[src/rtl/tmr_rollback_ctrl.sv]
// ---------------------------------------------------------------------------
// tmr_rollback_ctrl
//   Rollback/recovery controller that sits between the TMR voter and the three
//   RV cores. It keeps a ring of the last DEPTH fully-voted retired
//   instructions (pc, instr). On a total voter mismatch (3'b000) it:
//     1. holds the cores and loads a rollback PC,
//     2. for each replayed entry, injects restore loads for rd/rs1/rs2 from the
//        register save area and then reissues the instruction,
//     3. pulses recover_done and clears the ring.
//   Every output comes straight from a flop. The next-state values are
//   computed from the next FSM state, so each output lines up with the state
//   it belongs to.
//
// Configuration macro:
//   TMR_ROLLBACK_SCRUB_EN - when defined, a single-core disagreement
//     (110/101/011) on an instruction with rd!=0 triggers a one-cycle SCRUB.
//     SCRUB stores the voted rd to the save area. When the macro is not
//     defined, these patterns are only masked and write_en is tied 0.
//
// Ports:
//   clk, rst_in              clock (rising edge), async active-low reset
//   vote_valid               one voted retired instruction this cycle
//   voter_state[2:0]         per-core agreement bits
//   pc_in, instr_in          voted PC / instruction
//   core_hold                stall all cores (HOLD, SCRUB)
//   recovery_mode            HOLD .. DONE inclusive
//   mux_instr_sel            cores fetch inject_instr instead of IMEM
//   mux_data_sel             core data port routed to the save area
//   write_en                 save-area write enable (SCRUB only)
//   inject_instr             instruction forced into the cores (held otherwise)
//   pc_load, pc_rollback     one-cycle PC load pulse and its target
//   ckpt_count               valid ring entries
//   recover_done             one-cycle pulse in DONE
//   fault_cnt                recoveries entered, saturating at 8'hFF
// ---------------------------------------------------------------------------
module tmr_rollback_ctrl #(
    parameter int          XLEN      = 32,
    parameter int          DEPTH     = 4,
    parameter int          REPLAY_N  = 2,
    parameter logic [11:0] SAVE_BASE = 12'h000
) (
    input  logic                   clk,
    input  logic                   rst_in,
    input  logic                   vote_valid,
    input  logic [2:0]             voter_state,
    input  logic [XLEN-1:0]        pc_in,
    input  logic [31:0]            instr_in,
    output logic                   core_hold,
    output logic                   recovery_mode,
    output logic                   mux_instr_sel,
    output logic                   mux_data_sel,
    output logic                   write_en,
    output logic [31:0]            inject_instr,
    output logic                   pc_load,
    output logic [XLEN-1:0]        pc_rollback,
    output logic [$clog2(DEPTH):0] ckpt_count,
    output logic                   recover_done,
    output logic [7:0]             fault_cnt
);
    localparam int AW = $clog2(DEPTH);
    localparam int CW = AW + 1;
    localparam logic [CW-1:0] DEPTH_C = CW'(DEPTH);
    localparam logic [CW-1:0] RN_C    = CW'(REPLAY_N);

    typedef enum logic [2:0] {
        S_IDLE, S_HOLD, S_RD, S_RS1, S_RS2, S_REISSUE, S_DONE, S_SCRUB
    } state_t;

    state_t          state_q, state_d;
    logic [AW-1:0]   cur_q, cur_d;      // ring index of the entry being replayed
    logic [CW-1:0]   left_q, left_d;    // entries still to replay, current included
    logic [AW-1:0]   wp_q;              // next write slot (= oldest when full)
    logic [CW-1:0]   cnt_q;
    logic [7:0]      fault_q;

    logic [XLEN-1:0] pc_mem  [DEPTH];
    logic [31:0]     ins_mem [DEPTH];

    // Output flops
    logic            hold_q, hold_d;
    logic            rmode_q, rmode_d;
    logic            msel_q, msel_d;
    logic            pcl_q, pcl_d;
    logic            done_q, done_d;
    logic [31:0]     inj_q, inj_d;
    logic [XLEN-1:0] rb_q, rb_d;

    // ---------------- vote decode ----------------
    // Votes are only considered outside recovery (IDLE or SCRUB).
    logic accept, v_full, v_fault, v_scrub, push;
    assign accept  = vote_valid && (state_q == S_IDLE || state_q == S_SCRUB);
    assign v_full  = accept && (voter_state == 3'b111);
    assign v_fault = accept && (voter_state == 3'b000);
`ifdef TMR_ROLLBACK_SCRUB_EN
    assign v_scrub = accept && (voter_state inside {3'b110, 3'b101, 3'b011})
                     && (instr_in[11:7] != 5'd0);
`else
    assign v_scrub = 1'b0;
`endif
    assign push = v_full || v_scrub;

    // The replay window is the newest R entries, walked oldest to newest.
    logic [CW-1:0] r_cnt;
    logic [AW-1:0] first_idx;
    assign r_cnt     = (cnt_q < RN_C) ? cnt_q : RN_C;
    assign first_idx = wp_q - r_cnt[AW-1:0];

    // ---------------- instruction encoders ----------------
    // Save-area offset wraps modulo 4096 (12-bit immediate).
    function automatic logic [11:0] save_off(input logic [4:0] r);
        return SAVE_BASE + {4'b0000, r, 3'b000};
    endfunction

    // LD r, off(x0); x0 needs no restore, so a NOP is injected instead.
    function automatic logic [31:0] ld_op(input logic [4:0] r);
        logic [11:0] off;
        off = save_off(r);
        return (r == 5'd0) ? 32'h0000_0013 : {off, 5'd0, 3'b011, r, 7'b0000011};
    endfunction

`ifdef TMR_ROLLBACK_SCRUB_EN
    // SD r, off(x0)
    function automatic logic [31:0] sd_op(input logic [4:0] r);
        logic [11:0] off;
        off = save_off(r);
        return {off[11:5], r, 5'd0, 3'b011, off[4:0], 7'b0100011};
    endfunction
`endif

    // ---------------- checkpoint ring ----------------
    always_ff @(posedge clk) begin
        if (push) begin
            pc_mem[wp_q]  <= pc_in;
            ins_mem[wp_q] <= instr_in;
        end
    end

    always_ff @(posedge clk or negedge rst_in) begin
        if (!rst_in) begin
            wp_q    <= '0;
            cnt_q   <= '0;
            fault_q <= '0;
        end else begin
            if (push) begin
                wp_q <= wp_q + 1'b1;
                if (cnt_q != DEPTH_C) cnt_q <= cnt_q + 1'b1;
            end else if (state_q == S_DONE) begin
                cnt_q <= '0;
            end
            if (v_fault && fault_q != 8'hFF) fault_q <= fault_q + 8'd1;
        end
    end

    // ---------------- FSM: state register ----------------
    always_ff @(posedge clk or negedge rst_in) begin
        if (!rst_in) begin
            state_q <= S_IDLE;
            cur_q   <= '0;
            left_q  <= '0;
        end else begin
            state_q <= state_d;
            cur_q   <= cur_d;
            left_q  <= left_d;
        end
    end

    // ---------------- FSM: next state ----------------
    always_comb begin
        state_d = state_q;
        cur_d   = cur_q;
        left_d  = left_q;
        case (state_q)
            S_IDLE, S_SCRUB: begin
                if (v_fault) begin
                    state_d = S_HOLD;
                    cur_d   = first_idx;
                    left_d  = r_cnt;
                end else if (v_scrub) begin
                    state_d = S_SCRUB;
                end else begin
                    state_d = S_IDLE;
                end
            end
            S_HOLD:    state_d = (left_q == '0) ? S_DONE : S_RD;
            S_RD:      state_d = S_RS1;
            S_RS1:     state_d = S_RS2;
            S_RS2:     state_d = S_REISSUE;
            S_REISSUE: begin
                if (left_q == CW'(1)) begin
                    state_d = S_DONE;
                end else begin
                    state_d = S_RD;
                    cur_d   = cur_q + 1'b1;
                    left_d  = left_q - 1'b1;
                end
            end
            S_DONE:    state_d = S_IDLE;
            default:   state_d = S_IDLE;
        endcase
    end

    // ---------------- FSM: outputs (next-cycle values) ----------------
    always_comb begin
        hold_d  = (state_d == S_HOLD) || (state_d == S_SCRUB);
        rmode_d = state_d inside {S_HOLD, S_RD, S_RS1, S_RS2, S_REISSUE, S_DONE};
        msel_d  = state_d inside {S_RD, S_RS1, S_RS2, S_REISSUE, S_SCRUB};
        pcl_d   = (state_d == S_HOLD);
        done_d  = (state_d == S_DONE);
        rb_d    = rb_q;
        if (v_fault) rb_d = (r_cnt == '0) ? pc_in : pc_mem[first_idx];
        inj_d   = inj_q;
        case (state_d)
            S_RD:      inj_d = ld_op(ins_mem[cur_d][11:7]);
            S_RS1:     inj_d = ld_op(ins_mem[cur_d][19:15]);
            S_RS2:     inj_d = ld_op(ins_mem[cur_d][24:20]);
            S_REISSUE: inj_d = ins_mem[cur_d];
`ifdef TMR_ROLLBACK_SCRUB_EN
            S_SCRUB:   inj_d = sd_op(instr_in[11:7]);
`endif
            default:   inj_d = inj_q;
        endcase
    end

    always_ff @(posedge clk or negedge rst_in) begin
        if (!rst_in) begin
            hold_q  <= 1'b0;
            rmode_q <= 1'b0;
            msel_q  <= 1'b0;
            pcl_q   <= 1'b0;
            done_q  <= 1'b0;
            inj_q   <= '0;
            rb_q    <= '0;
        end else begin
            hold_q  <= hold_d;
            rmode_q <= rmode_d;
            msel_q  <= msel_d;
            pcl_q   <= pcl_d;
            done_q  <= done_d;
            inj_q   <= inj_d;
            rb_q    <= rb_d;
        end
    end

`ifdef TMR_ROLLBACK_SCRUB_EN
    logic we_q;
    always_ff @(posedge clk or negedge rst_in) begin
        if (!rst_in) we_q <= 1'b0;
        else         we_q <= (state_d == S_SCRUB);
    end
    assign write_en = we_q;
`else
    assign write_en = 1'b0;
`endif

    assign core_hold     = hold_q;
    assign recovery_mode = rmode_q;
    assign mux_instr_sel = msel_q;
    assign mux_data_sel  = msel_q;
    assign inject_instr  = inj_q;
    assign pc_load       = pcl_q;
    assign pc_rollback   = rb_q;
    assign ckpt_count    = cnt_q;
    assign recover_done  = done_q;
    assign fault_cnt     = fault_q;

endmodule

[config.mk]
export PLATFORM = sky130hd
export DESIGN_NAME = tmr_rollback_ctrl
export DESIGN_NICKNAME = d
export VERILOG_FILES = /design/src/rtl/tmr_rollback_ctrl.sv
export SDC_FILE = /design/constraint.sdc
export NUM_CORES = 1
export LEC_CHECK = 0
export CORE_ASPECT_RATIO = 1.4
export CORE_UTILIZATION = 51
export DETAILED_ROUTE_END_ITERATION = 6
export GPL_TIMING_DRIVEN = 0
export HOLD_SLACK_MARGIN = 0.08
export PLACE_DENSITY = 0.76
export RECOVER_POWER = 50
export SLEW_MARGIN = 40
export SYNTH_ARGS = -nofsm -noshare
export SYNTH_HDL_FRONTEND = slang
export SYNTH_SLANG_ARGS = --single-unit
[constraint.sdc]
create_clock -name clk -period 3.2 [get_ports clk]
set_input_delay 0.32 -clock clk [delete_from_list [all_inputs] [get_ports clk]]
set_output_delay 0.32 -clock clk [all_outputs]
set_load 0.01 [all_outputs]
==> results of run 1 <==
[Yosys cell counts (2+ instances only)]
master,number
a21oi_1,22
a221o_1,2
a22o_1,8
a31oi_1,7
a32o_1,9
a32oi_1,3
and2_1,6
and3_1,9
buf_1,7
buf_2,3
buf_4,3
clkbuf_1,31
dfrtp_1,90
edfxtp_1,256
ha_1,10
inv_1,8
inv_2,3
mux2_2,3
mux2i_1,37
mux4_2,42
nand2_1,138
nand2b_1,7
nand3_1,28
nand4_1,3
nor2_1,24
nor2b_1,3
nor3_1,5
nor4_1,2
o21ai_0,42
o21ai_1,3
o22a_1,8
o22ai_1,2
o31ai_1,2
xnor2_1,8
xor2_1,3
[final cells by class]
| type | count | area [um2] | area share (%) |
|---|---|---|---|
| flip-flops and latches | 346 | 9940 | 58.4 |
| multi-input cells | 451 | 3510 | 20.6 |
| repair buffers | 178 | 1800 | 10.5 |
| clock buffers | 50 | 995 | 5.84 |
| well taps | 324 | 405 | 2.38 |
| plain buffers | 42 | 206 | 1.21 |
| clock inverters | 12 | 115 | 0.676 |
| inverters | 12 | 50.0 | 0.294 |
| diodes | 1 | 2.50 | 0.0147 |
[repair_timing]
item                                    4_1_cts  5_1_grt
setup buffers                                13        6
hold buffers                                  1        0
gates cloned                                  0        0
resized for setup                            27       20
endpoints found under the setup margin       23       18
hold endpoints to repair                     90        0
pin swaps                                     6        7
[power by group through the flow]
stage | logic, uW | clock network, uW | registers (uW)
finish | 6180 | 3930 | 5720
global route | 6680 | 4140 | 5780
CTS | 6140 | 3980 | 5730
detailed placement | 5870 | 0 | 5780
global placement | 5720 | 0 | 5770
floorplan | 3570 | 0 | 5880
[sequential cells by signal, indices dropped and copies added, names as in the netlist, 2 cells and up]
signal        count
cur_q             2
left_q            3
pc_rollback      32
ins_mem         128
wp_q              2
pc_mem          128
state_q           3
fault_cnt         8
inject_instr     32
ckpt_count        3
[critical path, cell delays in order, from the launching register on]
cell and delay, ps:
dfrtp_2 430, nor2b_1 320, nand4_1 180, and3_4 220, a211oi_4 270, inv_2 70, buf_6 160, mux4_2 340
or4_4 550, o31ai_4 230, a31oi_4 70, a221o_1 280
[placed cells by master, fill, tap and decap left out, types with 4 or more instances in the layout]
| cell | count |
|---|---|
| nand2_1 | 137 |
| nor3_1 | 4 |
| o22a_1 | 8 |
| clkdlybuf4s50_1 | 85 |
| buf_12 | 7 |
| a31oi_1 | 5 |
| clkbuf_2 | 11 |
| and2_4 | 4 |
| clkinv_2 | 5 |
| a21oi_1 | 22 |
| clkbuf_16 | 37 |
| mux4_2 | 42 |
| inv_1 | 8 |
| ha_1 | 9 |
| mux2i_1 | 37 |
| o21ai_0 | 42 |
| a32o_1 | 9 |
| xnor2_1 | 6 |
| dfrtp_2 | 4 |
| dlygate4sd3_1 | 65 |
| nor2_1 | 23 |
| a22o_1 | 8 |
| buf_2 | 4 |
| nand3_1 | 28 |
| dfrtp_1 | 86 |
| nand2b_1 | 7 |
| edfxtp_1 | 256 |
| and3_1 | 7 |
| clkbuf_1 | 32 |
| buf_4 | 21 |
[routing by layer]
| metal | vias up | global-route usage (%) |
|---|---|---|
| li1 | 3649 | - |
| met1 | 4133 | 27.5 |
| met2 | 264 | 42.2 |
| met3 | 65 | 2.93 |
| met4 | 0 | 8.87 |
| met5 | - | 0 |
[cell families after synthesis]
family | Yosys count
other cells | 1
fa+ha+maj | 10
simple gates | 231
buf+inv | 56
flops | 346
compound gates | 116
xor+xnor | 11
mux | 82
[stage by stage]
step | hold WS [ps] | area [um2] | setup WS, ps | utilization (%) | cells
2_1_floorplan | 24.4 | 13600 | 24.9 | - | 853
3_3_place_gp | 466 | 15500 | -2060 | 59.2 | 1327
3_5_place_dp | 184 | 15600 | -1030 | 60.0 | 1335
4_1_cts | 246 | 17000 | -133 | 65.0 | 1409
5_1_grt | 510 | 17000 | -165 | 65.2 | 1416
6_report | 475 | 17000 | -38.4 | 65.2 | 1416
[worst paths after layout]
check	endpoint	slack (ps)	start	depth (start not counted)
worst max-delay path	inject_instr[13]	-40	state_q[0]	11
min in group asynchronous	inject_instr[19]	690	rst_in	2
worst min register to register	inject_instr[19]	480	inject_instr[19]	2
max in group asynchronous	state_q[1]	620	rst_in	3
worst min-delay path	inject_instr[19]	480	inject_instr[19]	2
worst max register to register	inject_instr[13]	-40	state_q[0]	11
==> run summary, run 1 <==
CP arrival = 3630 ps
Adder-Cell Fraction of Synth Area = 0.924%
fin. max-slew vios = 0
mux cell area share after synthesis = 9.97%
Async SR Flop Fraction = 26.0%
Yosys cell types = 51
area grow syn2layout = 25.8%
WL per Instance = 21.4 um
Rel. slew slack = 2.01%
clk slew on worst S/H paths = 60 ps
ANT nets after route = 0
Pint = 10,600 uW
# H-tree levels = 2
antenna violations before repair = 1
Synth area leader = edfxtp_1
fraction of layout cells with a size suffix above 1 = 16.0%
clock sinks = 346
unrepaired setup endpoints after global routing = true
first-pass GRT wire length = 47,100 um
Worst Tran Pin Value = 1470 ps
sequential power share = 36.2%
period utilization = 101%
Core Box Area = 26,100 um2
Final Setup Violations = 2
mapped cell area = 13,500 um2
LEAKAGE = 0.00633 uW
DRT iter0 DRCs = 443
final wirelength = 30,400 um
Synth Area in Simple Gates = 7.51%
std cell rows = 70
XOR/XNOR Fraction of Synth Area = 0.712%
GRT Total Usage = 23.1%
CTS Root Cell = clkbuf_16
M1 wire length = 11,300 um
Post-synth EDFFs = 256
Synth Register Bits = 346
router iterations before antenna repair = 5
Net Count, Synth = 933
CP Launch Type = flip-flop
Die Area = 27,200 um2
fin nets = 1,145
Syn Area/Cell = 15.9 um2
CP required = 3590 ps
Compound-Gate Fraction of Synth Area = 5.75%
Synthesis Warnings = 0
worst-skew pair later-pin latency = 510 ps
CTS Buffer Depth = 3
Detailed Place HPWL = 19,800 um
DR vias = 8,111
largest net degree at the start of global routing = 68
die height = 195 um
sw frac = 32.8%
MaxCap Viol Count = 0
Yosys top cell area share = 56.8%
register area share after synthesis = 73.4%
CTS tree = built
Top-Level Pins = 152
min cycle time layout = 3240 ps
Overflow after GRT = 0
met3 wire length = 1470 um
Cells after Synth = 853
violations in the final reports = negative setup slack
CTS Buf Count = 34
Switch Pwr = 5200 uW
Crit. End Element = flip-flop
Main synth FF type = edfxtp_1
Critical Path Fanout Max = 10
initial core utilization = 51.9%
peak supply drop = 0.453 mV
TNS Setup = -76.9 ps
Logic pwr share = 39.0%
Die W = 140 um
worst setup margin = -38.4 ps
largest family of logic cells by synthesized area = multiplexers
vias in the first global route = 8,426
Worst Hold Class = reg -> reg
Final Wtd Congestion = 0.855
top sig layer = met4
Vias per Instance = 5.73
Met2 Wirelength = 16,600 um
Clock Power Share = 24.8%
top post-synthesis cells by area = edfxtp_1 (57%), dfrtp_1 (17%), mux4_2 (7.0%)
critical path class = reg -> reg
max frequency = 0.309 GHz
DRC = 0
Hold Vio Cnt, Final = 0
clock skew = 21.9 ps
count of input and output buffers = 150
Design Power = 15,800 uW
Power per Cell Area = 930 nW/um2
Filler cells = 1,880
status = finished, violations left
No activity file was read; power rests on OpenSTA's default activity.
==> run 2, diff against run 1 <==
- CORE_UTILIZATION: 51 -> 55
- MAX_ROUTING_LAYER: not set -> met4
- PLACE_DENSITY: 0.76 -> 0.78
- clock period: 3.2 -> 4.09 ns (I/O delays scaled with it)
==> run 2 against run 1 <==
Against the previous run:
- the run ends with max-capacitance violations, max-slew violations left
- combinational power is 27% lower
- sequential power is 23% lower
- clock skew shrank 10 ps
- non-clock buffer count decreased by 13
- cell area shrank 1.4%
- sequential cell count stayed put
==> run summary, run 2 (synthesis results as in run 1) <==
critical path class = in -> reg
area of the multi-input gates = 3390 um2
die height = 188 um
MaxCap Viol Count = 2
Post-Route Utilization = 69.8%
fin nets = 1,129
most common cell after layout, fill and taps aside = edfxtp_1
clock skew = 11.8 ps
Rel. slew slack = -21.3%
initial core utilization = 56.3%
CP required = 4520 ps
most frequent cells in the layout = edfxtp_1 (256), nand2_1 (138), dlygate4sd3_1 (99)
DRC = 0
first-pass GRT wire length = 44,800 um
fin. max-slew vios = 93
reg2reg setup slack = 280 ps
Vias per Instance = 5.71
CTS tree = built
CP Launch Type = primary input
LEAKAGE = 0.00633 uW
antenna violations before repair = 0
Power per Cell Area = 723 nW/um2
Worst Tran Pin Value = 1820 ps
Detailed Place HPWL = 18,800 um
status = finished, violations left
count of input and output buffers = 150
pre-CTS worst setup slack = -428 ps
violations in the final reports = max-capacitance violations, max-slew violations
WL per Instance = 20.7 um
CTS Buffer Depth = 3
worst r2r src = state_q[2]
Die Area = 25,300 um2
fraction of layout cells with a size suffix above 1 = 12.9%
router iterations before antenna repair = 5
peak supply drop = 0.578 mV
Crit. End Element = flip-flop
DRT iter0 DRCs = 447
Top-Level Pins = 152
clock sinks = 346
CTS Buf Count = 31
Hold Vio Cnt, Final = 0
cells on worst reg2reg path = 12
Reg area = 9940 um2
CTS Root Cell = clkbuf_16
Hold Startpoint = pc_rollback[6]
Die W = 135 um
Filler cells = 1,629
top flop regs = ins_mem: 128 flops, pc_mem: 128 flops
vias in the first global route = 8,094
# H-tree levels = 1
min cycle time layout = 3830 ps
ANT nets after route = 0
GRT Total Usage = 24.2%
hold depth = 2
Hold Crit Endpoint = pc_rollback[6]
Worst Hold Class = reg -> reg
Core Box Area = 24,100 um2
max frequency = 0.261 GHz
FF-to-FF End = inject_instr[13]
period utilization = 93.6%
worst-skew pair later-pin latency = 560 ps
DR vias = 7,897
Overflow after GRT = 0
largest net degree at the start of global routing = 65
final wirelength = 28,600 um
area grow syn2layout = 24.0%
worst setup margin = 264 ps
clk slew on worst S/H paths = 70 ps
Final Wtd Congestion = 0.865
std cell rows = 67
Critical Path Fanout Max = 10
Final Setup Violations = 0
unrepaired setup endpoints after global routing = false
CP arrival = 4260 ps
ant diodes = 0
-- run 2: cell count changes in the layout (fill, tap and decap cells not counted), moves of 6 or more --
cell and change:
clkdlybuf4s50_1 -34, bufinv_16 +6, buf_4 -14, clkbuf_16 -6, dlygate4sd3_1 +34
-- run 2: how the worst max path moves through the flow --
stage / from / to / cells after the start
after floorplan: ckpt_count[0] / inject_instr[12] / 10
after detailed placement: voter_state[1] / inject_instr[13] / 12
after CTS: ckpt_count[0] / inject_instr[13] / 10
final: voter_state[1] / inject_instr[13] / 12
after global routing: ckpt_count[0] / inject_instr[13] / 10
after global placement: rst_in / pc_rollback[21] / 1
-- run 2: metrics by stage --
stage	setup TNS [ps]	total power, uW	hold slack, ps	std cells	cell area [um2]
floorplan	0	7380	113	853	13500
global placement	-337510	8960	467	1313	15400
detailed placement	-2160	9060	274	1321	15600
CTS	0	12300	271	1379	16800
global route	0	12800	498	1383	16800
finish	0	12100	472	1383	16800
-- run 2: what timing repair did --
action | CTS | global route
endpoints found under the hold margin | 90 | 0
setup buffers | 0 | 4
cloned | 0 | 0
setup endpoints to repair | 1 | 7
hold buffers | 1 | 0
pin swaps | 0 | 1
gates resized for setup | 1 | 2
-- run 2: critical path, stage by stage --
cell and delay, ps:
clkdlybuf4s50_1 420, nor3_1 440, o211ai_4 230, inv_4 160, nand2_1 70, a31oi_1 380, buf_2 360, mux4_2 590
or4_1 530, o31ai_1 210, a31oi_1 130, a221o_1 310
-- run 2: routing by layer --
layer	up-vias	wire (um)	track usage (%)
met5	-	0	-
met3	42	1520	2.97
met1	3953	11500	31.5
met4	0	672	7.17
li1	3625	-	-
met2	277	14900	40.2
-- run 2: layout make-up --
cell class,instances,share of cell area (%)
Clock buffer,39,5.10
Inverter,12,0.283
Sequential cell,346,59.2
Multi-Input combinational cell,451,20.2
Tap cell,310,2.31
Buffer,44,1.13
Timing Repair Buffer,163,10.0
Clock inverter,18,1.72
-- run 2: report_power, final --
part / switching [uW] / internal [uW] / leakage (uW)
combinational: 2430 / 2070 / 0.00231
clock: 1240 / 1980 / 0.000571
sequential: 244 / 4180 / 0.00345
==> run 3, diff against run 2 <==
- REMOVE_ABC_BUFFERS: not set -> 1
==> run 3 against run 2 <==
Against the previous run:
- the flow still finishes with violations (max-capacitance violations, max-slew violations)
- clock skew is 6.4 ps higher
- combinational power grew 4%
- non-clock buffer count decreased by 17
- highest routed layer unchanged
==> run summary, run 3 (synthesis results as in run 1) <==
max incr delay on CP = 590 ps
Critical Path Fanout Max = 51
first-pass GRT wire length = 44,900 um
clock skew = 18.2 ps
Final Wtd Congestion = 0.859
Detailed Place HPWL = 18,500 um
critical path class = reg -> reg
antenna violations before repair = 8
fraction of layout cells with a size suffix above 1 = 14.4%
MaxCap Viol Count = 1
post-route cell area = 16,800 um2
Crit-path slowest cell = mux4_2
crit-path cells = and3_1, o211ai_4, inv_4, nand2_1, a31oi_4, buf_6, buf_8, buf_8, inv_16, mux4_2, or4_1, o31ai_1, a31oi_1, a221o_1
crit-path most repeated cell = buf_8
unrepaired setup endpoints after global routing = false
max frequency = 0.255 GHz
area grow syn2layout = 24.4%
Pint = 8200 uW
Hold Startpoint = pc_rollback[2]
WL per Instance = 20.4 um
worst r2r src = state_q[1]
CTS Root Cell = clkbuf_16
std cell rows = 67
sequential power share = 36.8%
clk slew on worst S/H paths = 70 ps
Worst Setup SP = state_q[1]
most frequent cells in the layout = edfxtp_1 (256), nand2_1 (138), dlygate4sd3_1 (93)
Final Setup Violations = 0
LEAKAGE = 0.00631 uW
DRT iter0 DRCs = 416
CP arrival = 4350 ps
largest net degree at the start of global routing = 55
status = finished, violations left
CP Launch Type = flip-flop
period utilization = 95.9%
worst setup margin = 166 ps
fin. max-slew vios = 37
initial core utilization = 56.3%
crit-path leading delay family = compound AO/OA/AOI/OAI gates
sw frac = 32.3%
Die W = 135 um
fin nets = 1,112
Core Box Area = 24,100 um2
worst-skew pair later-pin latency = 550 ps
CP required = 4520 ps
placed inst area = 15,700 um2
peak supply drop = 0.586 mV
Die Area = 25,300 um2
DRC = 0
DR vias = 7,884
vias in the first global route = 8,188
GRT Total Usage = 24.1%
ANT nets after route = 0
Rel. slew slack = -59.1%
Overflow after GRT = 0
most common cell after layout, fill and taps aside = edfxtp_1
pre-CTS worst setup slack = -615 ps
# H-tree levels = 1
Power per Cell Area = 719 nW/um2
Top-Level Pins = 152
Crit. End Element = flip-flop
violations in the final reports = max-capacitance violations, max-slew violations
Switch Pwr = 3920 uW
CTS Buf Count = 31
clock sinks = 346
Worst Hold Class = reg -> reg
CTS tree = built
CP bufs+invs = 5
Logic pwr share = 38.7%
Hold Vio Cnt, Final = 0
min cycle time layout = 3920 ps
count of input and output buffers = 150
CTS Buffer Depth = 3
Vias per Instance = 5.73
top flop regs = ins_mem: 128 flops, pc_mem: 128 flops
router iterations before antenna repair = 5
Worst Tran Pin Value = 2390 ps
die height = 188 um
Clock Power Share = 24.5%
final wirelength = 28,100 um
-- run 3: per-stage QoR --
stage          cells  power, uW  setup TNS (ps)  hold slack, ps  utilization [%]
6_report        1375      12100               0             477             70.0
5_1_grt         1375      12800               0             512             70.0
4_1_cts         1367      12300               0             314             70.0
3_5_place_dp    1303       9220           -1690             312             65.4
3_3_place_gp    1269       8880         -613460             461             63.4
2_1_floorplan    809       7400         -142420             113                -
-- run 3: cell type report --
type | instances | area, um2
inverters | 12 | 66.3
well taps | 310 | 388
clock buffers | 37 | 818
clock inverters | 21 | 238
multi-input cells | 451 | 3420
repair buffers | 190 | 1940
flip-flops and latches | 346 | 9940
fillers | 1577 | 7220
diodes | 8 | 20.0
-- run 3: path summary, 6_finish.rpt --
| check | end | slack (ps) | cells after the start |
|---|---|---|---|
| worst max-delay path | inject_instr[13] | 170 | 14 |
| worst max register to register | inject_instr[13] | 170 | 14 |
| max in group asynchronous | pc_rollback[22] | 1590 | 2 |
| min in group asynchronous | fault_cnt[6] | 1120 | 2 |
| worst min register to register | pc_rollback[2] | 480 | 2 |
| worst min-delay path | pc_rollback[2] | 480 | 2 |
-- run 3: timing repair --
item                                    4_1_cts  5_1_grt
pin swaps                                     2        0
hold buffers                                  1        0
buffers inserted                              5        0
endpoints found under the setup margin        3        2
hold endpoints to repair                     38        0
resized for setup                             6        3
-- run 3: power groups by stage --
stage                     registers (uW)  logic, uW  clock network (uW)
after floorplan                     4630       2760                   0
after global placement              4530       4360                   0
after detailed placement            4550       4680                   0
after CTS                           4470       4790                3030
after global routing                4510       5100                3160
final                               4460       4680                2970
-- run 3: routing by layer --
layer  global-route usage (%)  vias up  share of wire (%)
met4                     8.04        0                2.6
met1                     28.5     3989                 39
li1                         -     3605                  -
met5                        -        -                  0
met3                     3.95       52                4.6
met2                     41.7      238                 54
-- run 3: worst reg2reg max path: cells and delay by family, from the launching register on --
| kind | cells | cell delay, ps |
|---|---|---|
| AOI/OAI and AO/OA | 5 | 1070 |
| muxes | 1 | 590 |
| buffers and inverters | 5 | 770 |
| and+or+nand+nor | 3 | 860 |
| DFF | 1 | 500 |
